**config.mk**
```make
export PLATFORM = sky130hd
export DESIGN_NAME = multicycle_ctrl
export DESIGN_NICKNAME = d
export VERILOG_FILES = /design/src/rtl/multicycle_pkg.sv /design/src/rtl/mem_wait_timer.sv /design/src/rtl/multicycle_ctrl.sv
export SDC_FILE = /design/constraint.sdc
export NUM_CORES = 1
export LEC_CHECK = 0
export ABC_AREA = 0
export ABC_CLOCK_PERIOD_IN_PS = 3100
export CAP_MARGIN = 20
export CORE_ASPECT_RATIO = 1.4
export CORE_UTILIZATION = 44
export DETAILED_ROUTE_END_ITERATION = 10
export GPL_TIMING_DRIVEN = 0
export PLACE_DENSITY_LB_ADDON = 0.12
export SYNTH_ARGS = -nofsm -noshare
export SYNTH_HDL_FRONTEND = slang
export SYNTH_SLANG_ARGS = --single-unit
```
**constraint.sdc**
```tcl
create_clock -name clk -period 3.1 [get_ports clk]
set_input_delay 0.775 -clock clk [delete_from_list [all_inputs] [get_ports clk]]
set_output_delay 0.775 -clock clk [all_outputs]
set_load 0.01 [all_outputs]
```
**src/rtl/multicycle_pkg.sv**
```systemverilog
// Shared encodings for the multi-cycle MIPS control unit: FSM states,
// opcode/funct constants and the datapath mux / ALU operation codes.
package multicycle_pkg;

    localparam int unsigned STATE_W  = 4;
    localparam int unsigned OPCODE_W = 6;

    typedef enum logic [STATE_W-1:0] {
        S_IF   = 4'd0,
        S_ID   = 4'd1,
        S_MADR = 4'd2,
        S_MRD  = 4'd3,
        S_MWB  = 4'd4,
        S_MWR  = 4'd5,
        S_REXE = 4'd6,
        S_RWB  = 4'd7,
        S_BR   = 4'd8,
        S_JMP  = 4'd9,
        S_IEXE = 4'd10,
        S_IWB  = 4'd11
    } state_t;

    localparam logic [OPCODE_W-1:0] OP_RTYPE = 6'b000000;
    localparam logic [OPCODE_W-1:0] OP_J     = 6'b000010;
    localparam logic [OPCODE_W-1:0] OP_JAL   = 6'b000011;
    localparam logic [OPCODE_W-1:0] OP_BEQ   = 6'b000100;
    localparam logic [OPCODE_W-1:0] OP_BNE   = 6'b000101;
    localparam logic [OPCODE_W-1:0] OP_ADDI  = 6'b001000;
    localparam logic [OPCODE_W-1:0] OP_ANDI  = 6'b001100;
    localparam logic [OPCODE_W-1:0] OP_ORI   = 6'b001101;
    localparam logic [OPCODE_W-1:0] OP_LUI   = 6'b001111;
    localparam logic [OPCODE_W-1:0] OP_LW    = 6'b100011;
    localparam logic [OPCODE_W-1:0] OP_SW    = 6'b101011;

    localparam logic [OPCODE_W-1:0] FN_JR    = 6'b001000;

    typedef enum logic [1:0] {
        SRCB_REG     = 2'b00,
        SRCB_FOUR    = 2'b01,
        SRCB_IMM     = 2'b10,
        SRCB_IMM_SH2 = 2'b11
    } alu_src_b_t;

    typedef enum logic [1:0] {
        PC_ALU    = 2'b00,
        PC_ALUOUT = 2'b01,
        PC_JUMP   = 2'b10,
        PC_REG_A  = 2'b11
    } pc_src_t;

    typedef enum logic [1:0] {
        DST_RT = 2'b00,
        DST_RD = 2'b01,
        DST_RA = 2'b10
    } reg_dst_t;

    typedef enum logic [1:0] {
        WB_ALUOUT = 2'b00,
        WB_MDR    = 2'b01,
        WB_PC     = 2'b10
    } mem_to_reg_t;

    typedef enum logic [2:0] {
        ALU_ADD   = 3'b000,
        ALU_SUB   = 3'b001,
        ALU_FUNCT = 3'b010,
        ALU_AND   = 3'b011,
        ALU_OR    = 3'b100,
        ALU_LUI   = 3'b101
    } alu_op_t;

endpackage

```
**src/rtl/mem_wait_timer.sv**
```systemverilog
// Counts consecutive memory-wait cycles and flags the cycle on which the
// wait limit is reached. MEM_TIMEOUT = 0 disables the timeout.
//  clk, rst_n : clock, async active-low reset
//  count_en   : a memory wait is in progress this cycle (mem_ready low)
//  clear      : restart counting (state change or timeout)
//  timeout    : this wait cycle is the MEM_TIMEOUT-th one
module mem_wait_timer #(
    parameter int unsigned MEM_TIMEOUT = 16
) (
    input  logic clk,
    input  logic rst_n,
    input  logic count_en,
    input  logic clear,
    output logic timeout
);

    localparam int unsigned CW = (MEM_TIMEOUT > 2) ? $clog2(MEM_TIMEOUT) : 1;
    localparam logic [CW-1:0] LAST = CW'((MEM_TIMEOUT > 0) ? (MEM_TIMEOUT - 1) : 0);

    logic [CW-1:0] count;

    // Saturating counter so a disabled timeout never wraps
    always_ff @(posedge clk or negedge rst_n) begin
        if (!rst_n) begin
            count <= '0;
        end else if (clear) begin
            count <= '0;
        end else if (count_en && (count != LAST)) begin
            count <= count + CW'(1);
        end
    end

    assign timeout = (MEM_TIMEOUT != 0) && count_en && (count == LAST);

endmodule

```
**src/rtl/multicycle_ctrl.sv**
```systemverilog
// Main control FSM of the multi-cycle MIPS core. Sequences each instruction
// through fetch/decode/execute/memory/writeback and decodes the datapath
// mux selects and write enables from the current state.
//  inputs : clk, rst_n, opcode/funct (from IR), zero (ALU flag), mem_ready
//  outputs: memory handshake (mem_req, mem_we, iord), register enables
//           (ir_en, pc_en, reg_we), mux selects (alu_src_a/b, pc_src,
//           reg_dst, mem_to_reg), ext_sign, alu_op, and status pulses
//           (instr_done, illegal_op, mem_err)
module multicycle_ctrl
    import multicycle_pkg::*;
#(
    parameter int unsigned MEM_TIMEOUT = 16
) (
    input  logic       clk,
    input  logic       rst_n,
    input  logic [5:0] opcode,
    input  logic [5:0] funct,
    input  logic       zero,
    input  logic       mem_ready,
    output logic       mem_req,
    output logic       mem_we,
    output logic       iord,
    output logic       ir_en,
    output logic       pc_en,
    output logic       reg_we,
    output logic       alu_src_a,
    output logic [1:0] alu_src_b,
    output logic       ext_sign,
    output logic [2:0] alu_op,
    output logic [1:0] pc_src,
    output logic [1:0] reg_dst,
    output logic [1:0] mem_to_reg,
    output logic       instr_done,
    output logic       illegal_op,
    output logic       mem_err
);

    state_t state, next_state;
    logic   is_jr;
    logic   wait_state;
    logic   timer_clear;
    logic   timeout;

    assign is_jr       = (opcode == OP_RTYPE) && (funct == FN_JR);
    assign wait_state  = (state == S_IF) || (state == S_MRD) || (state == S_MWR);
    assign timer_clear = (next_state != state) || timeout;

    mem_wait_timer #(.MEM_TIMEOUT(MEM_TIMEOUT)) u_timer (
        .clk      (clk),
        .rst_n    (rst_n),
        .count_en (wait_state && !mem_ready),
        .clear    (timer_clear),
        .timeout  (timeout)
    );

    // State register
    always_ff @(posedge clk or negedge rst_n) begin
        if (!rst_n) begin
            state <= S_IF;
        end else begin
            state <= next_state;
        end
    end

    // Next-state logic; mem_ready takes priority over a coinciding timeout
    always_comb begin
        next_state = state;
        case (state)
            S_IF:   if (mem_ready) next_state = S_ID;
            S_ID: begin
                case (opcode)
                    OP_LW, OP_SW:                      next_state = S_MADR;
                    OP_RTYPE:                          next_state = is_jr ? S_JMP : S_REXE;
                    OP_BEQ, OP_BNE:                    next_state = S_BR;
                    OP_J, OP_JAL:                      next_state = S_JMP;
                    OP_ADDI, OP_ANDI, OP_ORI, OP_LUI:  next_state = S_IEXE;
                    default:                           next_state = S_IF;
                endcase
            end
            S_MADR: next_state = (opcode == OP_SW) ? S_MWR : S_MRD;
            S_MRD: begin
                if (mem_ready)    next_state = S_MWB;
                else if (timeout) next_state = S_IF;
            end
            S_MWR:  if (mem_ready || timeout) next_state = S_IF;
            S_REXE: next_state = S_RWB;
            S_IEXE: next_state = S_IWB;
            default: next_state = S_IF;
        endcase
    end

    // Output decode (Moore, except ir_en/pc_en qualified by mem_ready/zero)
    always_comb begin
        mem_req    = 1'b0;
        mem_we     = 1'b0;
        iord       = 1'b0;
        ir_en      = 1'b0;
        pc_en      = 1'b0;
        reg_we     = 1'b0;
        alu_src_a  = 1'b0;
        alu_src_b  = SRCB_REG;
        ext_sign   = 1'b0;
        alu_op     = ALU_ADD;
        pc_src     = PC_ALU;
        reg_dst    = DST_RT;
        mem_to_reg = WB_ALUOUT;
        instr_done = 1'b0;
        illegal_op = 1'b0;
        mem_err    = 1'b0;
        case (state)
            S_IF: begin
                mem_req   = 1'b1;
                alu_src_b = SRCB_FOUR;
                ir_en     = mem_ready;
                pc_en     = mem_ready;
                mem_err   = timeout;
            end
            S_ID: begin
                alu_src_b  = SRCB_IMM_SH2;
                ext_sign   = 1'b1;
                illegal_op = (next_state == S_IF);
            end
            S_MADR: begin
                alu_src_a = 1'b1;
                alu_src_b = SRCB_IMM;
                ext_sign  = 1'b1;
            end
            S_MRD: begin
                mem_req = 1'b1;
                iord    = 1'b1;
                mem_err = timeout;
            end
            S_MWR: begin
                mem_req    = 1'b1;
                mem_we     = 1'b1;
                iord       = 1'b1;
                instr_done = mem_ready;
                mem_err    = timeout;
            end
            S_MWB: begin
                reg_we     = 1'b1;
                mem_to_reg = WB_MDR;
                instr_done = 1'b1;
            end
            S_REXE: begin
                alu_src_a = 1'b1;
                alu_op    = ALU_FUNCT;
            end
            S_RWB: begin
                reg_we     = 1'b1;
                reg_dst    = DST_RD;
                instr_done = 1'b1;
            end
            S_IEXE: begin
                alu_src_a = 1'b1;
                alu_src_b = SRCB_IMM;
                ext_sign  = (opcode == OP_ADDI);
                case (opcode)
                    OP_ANDI: alu_op = ALU_AND;
                    OP_ORI:  alu_op = ALU_OR;
                    OP_LUI:  alu_op = ALU_LUI;
                    default: alu_op = ALU_ADD;
                endcase
            end
            S_IWB: begin
                reg_we     = 1'b1;
                instr_done = 1'b1;
            end
            S_BR: begin
                alu_src_a  = 1'b1;
                alu_op     = ALU_SUB;
                pc_src     = PC_ALUOUT;
                pc_en      = zero ^ (opcode == OP_BNE);
                instr_done = 1'b1;
            end
            S_JMP: begin
                pc_en      = 1'b1;
                pc_src     = is_jr ? PC_REG_A : PC_JUMP;
                instr_done = 1'b1;
                // jal links the already-incremented PC into $31
                if (opcode == OP_JAL) begin
                    reg_we     = 1'b1;
                    reg_dst    = DST_RA;
                    mem_to_reg = WB_PC;
                end
            end
            default: ;
        endcase
        // Enables and pulses are held off for as long as reset is asserted
        if (!rst_n) begin
            pc_en      = 1'b0;
            ir_en      = 1'b0;
            reg_we     = 1'b0;
            mem_we     = 1'b0;
            instr_done = 1'b0;
            illegal_op = 1'b0;
            mem_err    = 1'b0;
        end
    end

endmodule

```
==> flow_summary.json, run 1 <==
{
  "worstMarginPinSlew_ns": 0.4848,
  "instances_no_fill": 199,
  "clock_pin_slew_worst_setup_and_hold_paths_ns": 0.05,
  "final_slew_viol_count": 0,
  "tritoncts": "built",
  "seqPwrFrac": 0.187,
  "area_growth_pct": 49.17,
  "ys_ff_latch": 8,
  "critical_path.cell_chain": "buf_8 -> or4_4 -> buf_6 -> nor4_4 -> buf_4 -> nor3_2 -> nor2_1 -> buf_2",
  "post-synth-top-area-fraction": 0.2033,
  "cp-startpoint": "opcode[4]",
  "number_of_primary_i_o_pins": 38,
  "crit_path_max_fanout": 4,
  "post_synth_main_area_contributors": "sky130_fd_sc_hd__dfrtp_1 20%, sky130_fd_sc_hd__nor2_1 8.0%, sky130_fd_sc_hd__nand3_1 4.1%",
  "design.die.area_um2": 2434,
  "synth-warning-count": 0,
  "vdd.ir_drop.worst_uv": 417.6,
  "ant_nets": 0,
  "h-tree-depth": 1,
  "rr_startpoint": "u_timer.count[0]",
  "clock_sink_count": 8,
  "gate_count_after_technology_mapping": 135,
  "timing.reg2reg.worst_path_depth": 5,
  "final_wl_um": 2972,
  "worst_min_delay_path_class": "reg2reg",
  "report.final.hold_viol_count": 0,
  "die-height_um": 57.98,
  "synth_cell_types": 47,
  "setup_viol": 0,
  "max_freq_mhz": 331.6,
  "pin_count_of_the_biggest_net_entering_global_routing": 14,
  "fin_ws_ns": 0.08398,
  "clk-insertion-delay-late_ns": 0.27,
  "clock_power_share": 0.107,
  "synth_ff_type": "sky130_fd_sc_hd__dfrtp_1",
  "postSynth.asyncResetShare": 1.000,
  "cts_made_buffers": 3,
  "worstSetupPathType": "in2out",
  "dpl.cell_count": 191,
  "finalCritPeriodShare": 0.9729,
  "required_time_worst_endpoint_ns": 2.32,
  "post_synthesis_net_count": 152,
  "remaining_drc_errors": 0,
  "netSwitchingFraction": 0.4511,
  "synth-edff-count": 0,
  "multiInputGateArea_um2": 769.5,
  "placement_stage_cell_area_um2": 1361,
  "maxCapViolations": 0,
  "pre_cts_slack_ns": -0.7427,
  "grt_pass1_vias": 1151,
  "dp_hpwl_um": 2205,
  "status": "completed",
  "layout-drive-gt1-share": 0.2191,
  "time_the_final_worst_path_needs_with_i_o_delays_and_setup_ns": 3.016,
  "critical_path.startpoint_type": "input port",
  "design.core.area_um2": 2044,
  "slew-limit-headroom": 0.6749,
  "crit_arrival_ns": 2.24,
  "first_drt_pass_iteration_count": 4,
  "placement.io_buffers": 35,
  "ff2ff_setup_slack_ns": 1.35,
  "fin_tns_setup_ns": 0,
  "synth.cells.most_frequent": "21 x sky130_fd_sc_hd__nor2_1, 10 x sky130_fd_sc_hd__nand2_1, 8 x sky130_fd_sc_hd__dfrtp_1, 8 x sky130_fd_sc_hd__nand3_1, 7 x sky130_fd_sc_hd__a21oi_1",
  "viasPerCell": 5.864,
  "powerDensity_nw_per_um2": 523.9,
  "grt-ovfl-total": 0,
  "slowest_delay_ns": 0.56,
  "routability_cong": 0.9467,
  "area_of_the_mapped_netlist_um2": 984.7,
  "total_switching_power_mw": 0.3472,
  "final.setup_skew_ns": 0.004294,
  "vias": 1167,
  "gr-usage-all-layers": 0.2555,
  "static-leakage-power_nw": 0.6332,
  "clk_root_buffer_cell": "sky130_fd_sc_hd__clkbuf_4",
  "fin_total_pwr_mw": 0.7696,
  "hold-path-cell-count": 1,
  "synthDominantAreaCellType": "sky130_fd_sc_hd__dfrtp_1",
  "synth.most_common_cell": "sky130_fd_sc_hd__nor2_1",
  "cts-root-to-sink-buffers": 2,
  "hold_start": "u_timer.count[0]",
  "floorplan.die.width_um": 41.98,
  "first_iter_violations": 19,
  "synth_sequential_area_ratio": 0.2033,
  "finalNetCount": 197,
  "n_fill_cell": 180,
  "postSynthAreaPerCell_um2": 7.294,
  "final-seq-area_um2": 200.2,
  "floorplan.rows": 19,
  "grt_antenna_before_repair": 0,
  "wire_length_of_the_first_global_routing_pass_um": 4774,
  "critical_path.slowest_cell": "sky130_fd_sc_hd__or4_4",
  "finish.instance_area_um2": 1469,
  "intPower_mw": 0.4224,
  "detail_route.wl_per_cell_um": 14.93,
  "power_frac_comb": 0.706,
  "critical_path.endpoint_type": "output port",
  "initial_core_utilization": 0.4816,
  "antennaDiodeCount": 0
}
[kinds of logic after synthesis]
logic type | after synthesis | share of synthesized area
compound gates | 30 | 0.2274
xor+xnor | 4 | 0.03558
fa+ha+maj | 1 | 0.01270
buf+inv | 16 | 0.07243
flops | 8 | 0.2033
mux | 1 | 0.01144
simple gates | 75 | 0.4371
[flip-flops by register name, summed over array words and instances (netlist names)]
register       flops
state              4
u_timer.count      4
[metal layers]
| metal | global-route usage | vias up | wire length, um |
|---|---|---|---|
| li1 | - | 577 | - |
| met1 | 0.2642 | 542 | 1173 |
| met2 | 0.4576 | 35 | 1555 |
| met3 | 0.03115 | 13 | 110 |
| met4 | 0.2028 | 0 | 133 |
| met5 | 0 | - | 0 |
[area by class of cell]
class                   count  area share
repair buffers             40      0.2581
plain buffers              12     0.03833
inverters                   4     0.01022
flip-flops and latches      8      0.1363
multi-input cells         111      0.5238
clock buffers               3     0.01533
well taps                  21     0.01789
[per-stage QoR]
stage / util / hold slack [ns]
floorplan: - / 0.4312
global placement: 0.6659 / 0.4589
detailed placement: 0.6659 / 0.4637
CTS: 0.6983 / 0.4700
global route: 0.7185 / 0.4969
finish: 0.7185 / 0.4701
[power groups by stage]
stage                     Combinational [mW]  Sequential, mW  Clock [mW]
after floorplan                        0.322           0.141           0
after global placement                 0.515           0.144           0
after detailed placement               0.528           0.145           0
after CTS                              0.530           0.143      0.0875
after global routing                   0.595           0.147      0.0883
final                                  0.544           0.144      0.0821
[cells in the final DEF (no fill, tap or decap), types with 2 or more instances in the layout]
| cell | instances |
|---|---|
| sky130_fd_sc_hd__dfrtp_1 | 8 |
| sky130_fd_sc_hd__clkbuf_4 | 3 |
| sky130_fd_sc_hd__nor4b_4 | 2 |
| sky130_fd_sc_hd__buf_6 | 2 |
| sky130_fd_sc_hd__a21oi_1 | 7 |
| sky130_fd_sc_hd__nand2_1 | 10 |
| sky130_fd_sc_hd__nor3_1 | 4 |
| sky130_fd_sc_hd__and2_1 | 2 |
| sky130_fd_sc_hd__buf_4 | 5 |
| sky130_fd_sc_hd__dlygate4sd2_1 | 4 |
| sky130_fd_sc_hd__and3_1 | 2 |
| sky130_fd_sc_hd__a211oi_1 | 2 |
| sky130_fd_sc_hd__o21ai_0 | 2 |
| sky130_fd_sc_hd__xor2_1 | 2 |
| sky130_fd_sc_hd__nor2b_1 | 5 |
| sky130_fd_sc_hd__clkdlybuf4s50_1 | 19 |
| sky130_fd_sc_hd__o22ai_1 | 2 |
| sky130_fd_sc_hd__nor3_2 | 2 |
| sky130_fd_sc_hd__nor2_1 | 21 |
| sky130_fd_sc_hd__a31oi_1 | 2 |
| sky130_fd_sc_hd__nand2b_1 | 5 |
| sky130_fd_sc_hd__xnor2_1 | 2 |
| sky130_fd_sc_hd__dlymetal6s2s_1 | 4 |
| sky130_fd_sc_hd__or2_2 | 2 |
| sky130_fd_sc_hd__clkbuf_2 | 2 |
| sky130_fd_sc_hd__o211ai_1 | 2 |
| sky130_fd_sc_hd__clkbuf_1 | 3 |
| sky130_fd_sc_hd__nand4_1 | 3 |
| sky130_fd_sc_hd__buf_2 | 9 |
| sky130_fd_sc_hd__buf_1 | 2 |
| sky130_fd_sc_hd__inv_1 | 4 |
| sky130_fd_sc_hd__nand3_1 | 8 |
[path summary, 6_finish.rpt]
| check | to |
|---|---|
| worst max-delay path | reg_we |
| worst min-delay path | u_timer.count[0] |
| min in group asynchronous | u_timer.count[2] |
| max in group asynchronous | u_timer.count[1] |
| worst min register to register | u_timer.count[0] |
| worst max register to register | state[2] |
[what timing repair did]
| item | in CTS | in global routing |
|---|---|---|
| setup endpoints to repair | 14 | 6 |
| setup buffers | 1 | 4 |
| gates resized for setup | 27 | 28 |
| hold buffers | 0 | 0 |
| pin swaps | 5 | 7 |
[critical path, delay by kind of cell]
kind / cells / cell delay (ns)
buffers and inverters: 4 / 0.54
and+or+nand+nor: 4 / 0.91
Power figures use the tool's default switching activity.
==> run 2: changes to the inputs <==
--- a/config.mk
+++ b/config.mk
@@ -6,10 +6,10 @@
 export NUM_CORES = 1
 export LEC_CHECK = 0
 export ABC_AREA = 0
-export ABC_CLOCK_PERIOD_IN_PS = 3100
+export ABC_CLOCK_PERIOD_IN_PS = 3350
 export CAP_MARGIN = 20
 export CORE_ASPECT_RATIO = 1.4
-export CORE_UTILIZATION = 44
+export CORE_UTILIZATION = 25
 export DETAILED_ROUTE_END_ITERATION = 10
 export GPL_TIMING_DRIVEN = 0
 export PLACE_DENSITY_LB_ADDON = 0.12
==> constraint.sdc (replaced) <==
create_clock -name clk -period 3.35 [get_ports clk]
set_input_delay 0.8375 -clock clk [delete_from_list [all_inputs] [get_ports clk]]
set_output_delay 0.8375 -clock clk [all_outputs]
set_load 0.01 [all_outputs]
==> run 2 against run 1 <==
Against the previous run:
- design area is 0.34% higher
- global-route usage is 9.2 points lower
- via count is 1.6% lower
- clock skew is 0.0036 ns lower
- die area is 72% higher
==> flow_summary.json, run 2 (synthesized netlist as in run 1, its figures left out) <==
{
  "ff2ff_setup_slack_ns": 1.62,
  "vias": 1148,
  "ant_nets": 0,
  "max_freq_mhz": 304.4,
  "setup_viol": 0,
  "area_growth_pct": 49.68,
  "crit-reg2reg-capture": "state[3]",
  "final_cell_mix": "25 x sky130_fd_sc_hd__clkdlybuf4s50_1, 21 x sky130_fd_sc_hd__nor2_1, 10 x sky130_fd_sc_hd__nand2_1, 8 x sky130_fd_sc_hd__nand3_1, 8 x sky130_fd_sc_hd__dfrtp_1",
  "grt_pass1_vias": 1124,
  "critical_path.startpoint_type": "input port",
  "met3_length_um": 121,
  "pin_count_of_the_biggest_net_entering_global_routing": 14,
  "final.setup_skew_ns": 0.0006753,
  "cts-root-to-sink-buffers": 2,
  "finalNetCount": 197,
  "detail_route.wl_per_cell_um": 14.41,
  "remaining_drc_errors": 0,
  "slowest_delay_ns": 0.56,
  "required_time_worst_endpoint_ns": 2.51,
  "vdd.ir_drop.worst_uv": 272.8,
  "routability_cong": 0.7999,
  "critical_path.cell_chain": "clkdlybuf4s50_1 -> nor3b_2 -> o211ai_1 -> a21oi_1 -> clkdlybuf4s50_1",
  "cts_made_buffers": 3,
  "worst_path_most_repeated_cell": "sky130_fd_sc_hd__clkdlybuf4s50_1",
  "grt-ovfl-total": 0,
  "floorplan.rows": 26,
  "tritoncts": "built",
  "critPathTopFamily": "buffers and inverters",
  "design.core.area_um2": 3709,
  "instances_no_fill": 220,
  "layout_top_registers": "state x4, u_timer.count x4",
  "floorplan.die.width_um": 55.04,
  "timing.critical_path.buf_inv": 2,
  "final_wl_um": 3170,
  "h-tree-depth": 1,
  "uppermost_metal_layer_occupied_by_signal_nets": "met4",
  "first_drt_pass_iteration_count": 4,
  "report.final.hold_viol_count": 0,
  "grt_antenna_before_repair": 0,
  "rr_startpoint": "state[0]",
  "status": "completed",
  "clock_pin_slew_worst_setup_and_hold_paths_ns": 0.04,
  "critical_path.slowest_cell": "sky130_fd_sc_hd__clkdlybuf4s50_1",
  "first_iter_violations": 36,
  "worstSetupPathType": "in2out",
  "crit_arrival_ns": 2.45,
  "crit_path_max_fanout": 5,
  "wl_met2_um": 1747,
  "placement.io_buffers": 35,
  "static-leakage-power_nw": 0.6013,
  "clock_sink_count": 8,
  "worst_hold_slack_ns": 0.4774,
  "number_of_primary_i_o_pins": 38,
  "clk_root_buffer_cell": "sky130_fd_sc_hd__clkbuf_8",
  "viasPerCell": 5.218,
  "time_the_final_worst_path_needs_with_i_o_delays_and_setup_ns": 3.285,
  "end_of_flow_core_utilization": 0.3974,
  "worst_min_delay_path_class": "in2async",
  "finalCritPeriodShare": 0.9806,
  "holdBufCountCts": 0,
  "design.die.area_um2": 4197,
  "dpl.cell_count": 212,
  "dp_hpwl_um": 2477,
  "layout-drive-gt1-share": 0.1966,
  "route.layer.met1.wl_um": 1235,
  "cp-startpoint": "mem_ready",
  "initial_core_utilization": 0.2655,
  "layout.cells.most_common": "sky130_fd_sc_hd__clkdlybuf4s50_1",
  "antennaDiodeCount": 0,
  "timing.reg2reg.worst_path_depth": 6,
  "slew-limit-headroom": 0.6435,
  "clk-insertion-delay-late_ns": 0.23,
  "final_slew_viol_count": 0,
  "powerDensity_nw_per_um2": 504.4,
  "worst-path-stages": 5,
  "die-height_um": 76.26,
  "gr-usage-all-layers": 0.1637,
  "critical_path.endpoint_type": "output port",
  "wire_length_of_the_first_global_routing_pass_um": 5161,
  "maxCapViolations": 0,
  "worstMarginPinSlew_ns": 0.5315,
  "fin_total_pwr_mw": 0.7434
}
## run 2: cell count changes in the layout (fill, tap and decap cells not counted), moves of 2 or more
cell / delta
sky130_fd_sc_hd__buf_2: -2
sky130_fd_sc_hd__nor3_2: -2
sky130_fd_sc_hd__dlymetal6s2s_1: -4
sky130_fd_sc_hd__clkbuf_2: +3
sky130_fd_sc_hd__clkbuf_8: +3
sky130_fd_sc_hd__clkdlybuf4s50_1: +6
sky130_fd_sc_hd__clkbuf_4: -3
sky130_fd_sc_hd__buf_6: -2
## run 2: layout make-up
type	instances	area [um^2]
fillers	420	2235
multi-input cells	111	753.2
repair buffers	40	355.3
flip-flops and latches	8	200.2
plain buffers	12	56.30
well taps	42	52.55
clock buffers	3	41.29
inverters	4	15.01
## run 2: per-layer routing
metal  track usage  up-vias
met5             0        -
met4       0.06500        0
met3       0.01198        6
met2        0.2904       35
met1        0.1897      536
li1              -      571
## run 2: how the worst max path moves through the flow
stage                       to  slack (ns)
finish                   pc_en        0.07
global route          ext_sign       -0.02
CTS                 illegal_op       -0.02
detailed placement  illegal_op       -0.60
global placement    illegal_op       -0.61
floorplan               reg_we        0.51
## run 2: repair_timing
item	4_1_cts	5_1_grt
gates resized for setup	19	12
setup endpoints to repair	10	6
buffers inserted	5	0
pin swaps	3	3
hold endpoints to repair	0	0
## run 2: report_power, final
part	total, mW	internal, mW	switching (mW)	leakage, nW
clock	0.113	0.0776	0.0354	0.0216
combinational	0.497	0.224	0.273	0.472
sequential	0.134	0.121	0.0122	0.108
## run 2: per-stage QoR
step | cell area, um^2 | setup slack (ns) | TNS (ns)
2_1_floorplan | 984.7 | 0.5118 | 0
3_3_place_gp | 1388 | -0.6073 | -3.059
3_5_place_dp | 1388 | -0.5985 | -3.010
4_1_cts | 1493 | -0.02035 | -0.02035
5_1_grt | 1474 | -0.01726 | -0.01726
6_report | 1474 | 0.06510 | 0
